## config.mk

```make
export PLATFORM = sky130hd
export DESIGN_NAME = logic_reduce_acc_flat
export DESIGN_NICKNAME = d
export VERILOG_FILES = /design/src/rtl/logic_reduce_acc_if.sv /design/src/rtl/logic_reduce_acc.sv /design/src/flat_wrapper.sv
export SDC_FILE = /design/constraint.sdc
export NUM_CORES = 1
export LEC_CHECK = 0
export BUFFER_PORTS_ARGS = -buffer_cell sky130_fd_sc_hd__buf_2
export CORE_AREA = 2 2 70 105
export DETAILED_ROUTE_END_ITERATION = 10
export DIE_AREA = 0 0 72 107
export PLACE_DENSITY = 0.84
export SLEW_MARGIN = 40
export SYNTH_ARGS = -nofsm -noshare
export SYNTH_HDL_FRONTEND = slang
export SYNTH_SLANG_ARGS = --single-unit
```

## constraint.sdc

```tcl
create_clock -name clk -period 6.15 [get_ports clk]
set_input_delay 1.23 -clock clk [delete_from_list [all_inputs] [get_ports clk]]
set_output_delay 1.23 -clock clk [all_outputs]
set_load 0.05 [all_outputs]
```

## src/rtl/logic_reduce_acc_if.sv

```systemverilog
// Handshake bundle for logic_reduce_acc: lane-parallel beat input side and
// per-packet result output side.
interface logic_reduce_acc_if #(
   parameter int WIDTH  = 8,
   parameter int NUM_IN = 4,
   parameter int CNT_W  = 8
);
   logic                      in_valid;
   logic                      in_ready;
   logic [NUM_IN*WIDTH-1:0]   in_data;
   logic [1:0]                in_op;
   logic                      in_last;
   logic                      out_valid;
   logic                      out_ready;
   logic [WIDTH-1:0]          out_data;
   logic [1:0]                out_op;
   logic [CNT_W-1:0]          out_beats;
   logic                      busy;

   modport master (
      output in_valid, in_data, in_op, in_last, out_ready,
      input  in_ready, out_valid, out_data, out_op, out_beats, busy
   );

   modport slave (
      input  in_valid, in_data, in_op, in_last, out_ready,
      output in_ready, out_valid, out_data, out_op, out_beats, busy
   );
endinterface

```

## src/rtl/logic_reduce_acc.sv

```systemverilog
// Reduces NUM_IN lanes per beat with OR/AND/XOR/NOR and accumulates across a
// packet, emitting one registered result per packet over valid/ready.
module logic_reduce_acc #(
   parameter int WIDTH  = 8,
   parameter int NUM_IN = 4,
   parameter int CNT_W  = 8
) (
   input  logic               clk,
   input  logic               rst_n,
   logic_reduce_acc_if.slave  bus
);

   localparam logic [1:0] OP_OR  = 2'b00;
   localparam logic [1:0] OP_AND = 2'b01;
   localparam logic [1:0] OP_XOR = 2'b10;
   localparam logic [1:0] OP_NOR = 2'b11;

   typedef enum logic {IDLE, ACC} state_t;

   state_t             state;
   logic [WIDTH-1:0]   acc;
   logic [1:0]         op_q;
   logic [CNT_W-1:0]   cnt;

   logic [1:0]         beat_op;
   logic [WIDTH-1:0]   beat_red;
   logic [WIDTH-1:0]   combined;
   logic [CNT_W-1:0]   cnt_inc;
   logic               accept;

   // NOR shares the OR fold; the inversion happens only when the result is emitted
   function automatic logic [WIDTH-1:0] combine(input logic [1:0] op,
                                                input logic [WIDTH-1:0] a,
                                                input logic [WIDTH-1:0] b);
      logic [WIDTH-1:0] res;
      case (op)
         OP_AND:  res = a & b;
         OP_XOR:  res = a ^ b;
         default: res = a | b;
      endcase
      return res;
   endfunction

   function automatic logic [WIDTH-1:0] reduce(input logic [1:0] op,
                                               input logic [NUM_IN*WIDTH-1:0] d);
      logic [WIDTH-1:0] res;
      res = d[WIDTH-1:0];
      for (int k = 1; k < NUM_IN; k++) begin
         res = combine(op, res, d[k*WIDTH +: WIDTH]);
      end
      return res;
   endfunction

   assign accept       = bus.in_valid && bus.in_ready;
   assign bus.in_ready = !bus.out_valid || bus.out_ready;
   assign bus.busy     = (state == ACC) || bus.out_valid;

   always_comb begin
      beat_op  = (state == IDLE) ? bus.in_op : op_q;
      beat_red = reduce(beat_op, bus.in_data);
      combined = (state == IDLE) ? beat_red : combine(op_q, acc, beat_red);
      cnt_inc  = (cnt == {CNT_W{1'b1}}) ? cnt : cnt + CNT_W'(1);
   end

   // A last beat accepted alongside a consumed result reloads out_* and keeps out_valid high
   always_ff @(posedge clk or negedge rst_n) begin
      if (!rst_n) begin
         state         <= IDLE;
         acc           <= '0;
         op_q          <= OP_OR;
         cnt           <= '0;
         bus.out_valid <= 1'b0;
         bus.out_data  <= '0;
         bus.out_op    <= OP_OR;
         bus.out_beats <= '0;
      end else begin
         if (bus.out_valid && bus.out_ready) begin
            bus.out_valid <= 1'b0;
         end
         if (accept) begin
            if (bus.in_last) begin
               bus.out_data  <= (beat_op == OP_NOR) ? ~combined : combined;
               bus.out_op    <= beat_op;
               bus.out_beats <= (state == IDLE) ? CNT_W'(1) : cnt_inc;
               bus.out_valid <= 1'b1;
               state         <= IDLE;
            end else begin
               acc   <= combined;
               op_q  <= beat_op;
               cnt   <= (state == IDLE) ? CNT_W'(1) : cnt_inc;
               state <= ACC;
            end
         end
      end
   end

endmodule

```

## src/flat_wrapper.sv

```systemverilog
// flat-port wrapper written by rule: the top's interface ports become plain ports
module logic_reduce_acc_flat 
#(
   parameter int WIDTH  = 8,
   parameter int NUM_IN = 4,
   parameter int CNT_W  = 8
)
  (clk, rst_n, bus_in_valid, bus_in_data, bus_in_op, bus_in_last, bus_out_ready, bus_in_ready, bus_out_valid, bus_out_data, bus_out_op, bus_out_beats, bus_busy);
  logic_reduce_acc_if #(.WIDTH(WIDTH), .NUM_IN(NUM_IN), .CNT_W(CNT_W)) bus_i ();
  input  logic clk;
  input  logic rst_n;
  input wire logic [$bits(bus_i.in_valid)-1:0] bus_in_valid;
  input wire logic [$bits(bus_i.in_data)-1:0] bus_in_data;
  input wire logic [$bits(bus_i.in_op)-1:0] bus_in_op;
  input wire logic [$bits(bus_i.in_last)-1:0] bus_in_last;
  input wire logic [$bits(bus_i.out_ready)-1:0] bus_out_ready;
  output wire logic [$bits(bus_i.in_ready)-1:0] bus_in_ready;
  output wire logic [$bits(bus_i.out_valid)-1:0] bus_out_valid;
  output wire logic [$bits(bus_i.out_data)-1:0] bus_out_data;
  output wire logic [$bits(bus_i.out_op)-1:0] bus_out_op;
  output wire logic [$bits(bus_i.out_beats)-1:0] bus_out_beats;
  output wire logic [$bits(bus_i.busy)-1:0] bus_busy;
  assign bus_i.in_valid = bus_in_valid;
  assign bus_i.in_data = bus_in_data;
  assign bus_i.in_op = bus_in_op;
  assign bus_i.in_last = bus_in_last;
  assign bus_i.out_ready = bus_out_ready;
  assign bus_in_ready = bus_i.in_ready;
  assign bus_out_valid = bus_i.out_valid;
  assign bus_out_data = bus_i.out_data;
  assign bus_out_op = bus_i.out_op;
  assign bus_out_beats = bus_i.out_beats;
  assign bus_busy = bus_i.busy;
  logic_reduce_acc #(.WIDTH(WIDTH), .NUM_IN(NUM_IN), .CNT_W(CNT_W)) u_core (.clk(clk), .rst_n(rst_n), .bus(bus_i));
endmodule
```

==> summary.txt <==
STA
  – Period minus WS final: approximately 5300 ps
  – Final Worst Setup Slack: approximately 900 ps
  – Setup TNS: 0 ps
  – Final Hold Viols: 0
  – Final setup vio count: 0
  – Slew headroom: about 53%
  – Fmax: between 0.15 and 0.2 GHz
  – Worst slew pin tran: ~700 ps
  – Hold Slack: around 470 ps
  – Slew Limit Fails: 0
  – Setup Skew: between 3 and 4 ps
  – Fin crit share: between 80 and 90%
  – RSZ-0062 raised after global routing: no

Setup path
  – Setup crit start kind: input port
  – Critical path's top delay family: compound AO/OA/AOI/OAI gates
  – CP Cell Sequence: buf_2 > mux2i_1 > inv_1 > ha_1 > buf_12 > a221oi_1 > a21oi_1 > inv_1 > ha_1 > a221oi_1 > a21oi_1 > inv_1 > ha_1 > a221o_1 > nand2_1 > ha_1 > a221o_1 > a32oi_2 > xor2_1 > o21ai_1
  – Crit path capture type: flip-flop
  – Crit. Startpoint: bus_in_op[1]
  – CP dominant cell by count: ha_1
  – Worst path arrival time: 5420 ps
  – CP bufs+invs: 5
  – Critical path's slowest cell: ha_1
  – Crit path required time: ~6300 ps
  – Worst reg2reg startpoint: u_core.state
  – Critical Path Fanout Max: 41
  – CP max stage delay: 630 ps
  – Kind of critical path: in -> reg

Synth
  – Top cell type's share of synthesized area: 26.3%
  – Top cells by area, synth: dfrtp_1 26%, ha_1 24%, inv_1 7.4%, nand2_1 6.1%, a21oi_1 4.6%
  – Syn. warnings: 0
  – Post-Synthesis Cell Area: approximately 3600 um^2
  – Avg Inst Size Synth: 8.57 um^2
  – Synth Instances: approximately 420
  – Ys flop type: dfrtp_1
  – Area leader, netlist: dfrtp_1
  – Seq/Total Area, Yosys: a little over a quarter
  – Post-synth EDFFs: 0
  – Synth cell types: 40
  – Flip-flop and latch count after synthesis: 38
  – Synth Net Count: ~530
  – Ys async rst share: 100%

Status
  – Status: finished clean

Global routing
  – Pin count of the biggest net entering global routing: between 40 and 50
  – Vias in the first global route: between 3k and 4k
  – GRT Residual Overflow: 0
  – First-pass GRT wire length: 12500 um
  – Initial antenna violation count: 0
  – Total track usage: between 10% and 20%

Drt
  – DRT iter0 DRCs: 124
  – DR DRC count: 0
  – DR WL/cell: roughly 13 um
  – DRT antenna net count: 0
  – Post-Route WL: roughly 7000 um
  – Vias per Instance: roughly 5.5
  – Vias: 3013
  – DR pass1 iterations: 4

Final layout
  – Synthesis-to-finish area growth: 11.9%
  – Antenna cells: 0
  – Non-filler cells, final: approximately 550
  – Post-layout net count: ~580
  – Most frequent cells in the layout: 71 x inv_1, 70 x ha_1, 59 x nand2_1, 59 x buf_2, 38 x dfrtp_1
  – Fillcell total: just under 600
  – Fraction of layout cells with a size suffix above 1: 18.4%
  – Commonest non-fill, non-tap cell in the layout: inv_1

Clocking
  – Clk slew on worst S/H paths: 70 ps
  – Worst-Skew Late Latency: slightly below 300 ps
  – Clock Tree Buf Depth: 2
  – Postcts setup bufs: 0
  – TritonCTS clock tree: built
  – Post-CTS sizing: 0
  – CTS Buf Count: 5
  – Total clock sinks: 38
  – Hold_buf cts: 0
  – H-tree depth: 2
  – CTS root buf: clkbuf_8

Power and ir drop
  – Final Power: roughly 0.0016 W
  – VDD IR max: roughly 0.18 mV
  – Pleak: 2.22 nW
  – Cell area power density: just under 400 nW/um^2

Die
  – DIE WIDTH: between 70 and 80 um
  – Starting density of the core: a little over half
  – I/O pin count: 60
  – # rows: 37
  – Chip height: between 100 and 150 um
  – Core Footprint: around 6800 um^2
  – Die area: about 7700 um^2

Min path
  – Worst Hold Class: reg -> reg
  – Worst hold start: u_core.bus.out_beats[6]

Placed design
  – # placed instances: between 500 and 600
  – DPL Wire Length: 5490 um
  – Port bufs: 59
  – Pre-CTS setup slack: 600 ps
  – GP Congestion: 0.830

Flow run
  – Max-Cap Viols: 0
power by group:
group / leakage (nW) / switching (W) / internal (W) / total (W)
Combinational: 1.69 / 0.000624 / 0.000376 / 0.00100
Clock: 0.0472 / 0.0000876 / 0.0000900 / 0.000178
Sequential: 0.480 / 0.0000759 / 0.000331 / 0.000407
Total: 2.22 / 0.000787 / 0.000797 / 0.00158
worst paths after layout:
kind | to | slack [ps] | cells past startpoint
max in group asynchronous | u_core.bus.out_data[1] | 4840 | 2
hold / removal | u_core.bus.out_beats[6] | 470 | 2
min in group asynchronous | u_core.bus.out_beats[7] | 860 | 1
hold reg to reg | u_core.bus.out_beats[6] | 470 | 2
setup reg to reg | u_core.bus.out_data[2] | 1450 | 19
setup / recovery | u_core.bus.out_data[2] | 890 | 20
cell families (layout without fill, tap and decap cells):
family | Yosys count | in the layout | synth area share, %
AND/OR/NAND/NOR | 87 | 87 | 11.5
adder cells (fa/ha/maj) | 70 | 70 | 24.2
XOR/XNOR | 10 | 10 | 2.42
AO/OA/AOI/OAI | 114 | 114 | 22.8
buffers and inverters | 97 | 143 | 11.0
multiplexers | 6 | 6 | 1.66
flip-flops | 38 | 38 | 26.3
area by class of cell:
type                       count  area, um^2  area share, %
clock buffer                   6        82.6           2.04
tap                           78        97.6           2.41
inverter                      71         267           6.59
timing repair buffer          64         365           9.03
sequential                    38         951           23.5
multi-input combinational    287        2270           56.1
clock inverter                 2        12.5          0.309
flip-flops by register name (all words and copies together) (netlist names):
register,count
u_core.acc,8
u_core.op_q,2
u_core.cnt,8
u_core.state,1
u_core.bus.out_beats,8
u_core.bus.out_valid,1
u_core.bus.out_data,8
u_core.bus.out_op,2
metal layers:
metal | part of all wire, % | track usage, %
met1 | 42 | 21.7
met2 | 53 | 37.4
met3 | 3.1 | 2.44
met4 | 2.3 | 8.49
met5 | 0 | 0
Yosys cell counts, types with 2 or more instances:
master / count
buf_4: 2
buf_6: 2
a31oi_1: 2
nand4_1: 2
mux2i_1: 6
nor2_1: 6
nand3_1: 6
buf_1: 2
o21ai_0: 26
o21ai_1: 8
a221o_1: 16
clkbuf_1: 11
a21oi_1: 33
a221oi_1: 16
inv_1: 71
dfrtp_1: 38
ha_1: 70
a32oi_2: 7
xor2_1: 9
nand2_1: 59
buf_2: 9
and3_1: 3
metrics by stage:
stage | util [%] | cell area (um^2)
5_1_grt | 59.5 | 4050
3_5_place_dp | 58.1 | 3950
2_1_floorplan | - | 3610
3_3_place_gp | 57.6 | 3920
6_report | 59.5 | 4050
4_1_cts | 59.5 | 4050
worst min-delay path: cells and delay by family (launching register included):
kind / cells / cell delay [ps]
DFF: 1 / 340
and+or+nand+nor: 1 / 40
AOI/OAI and AO/OA: 1 / 50
No activity file was read; power rests on OpenSTA's default activity.
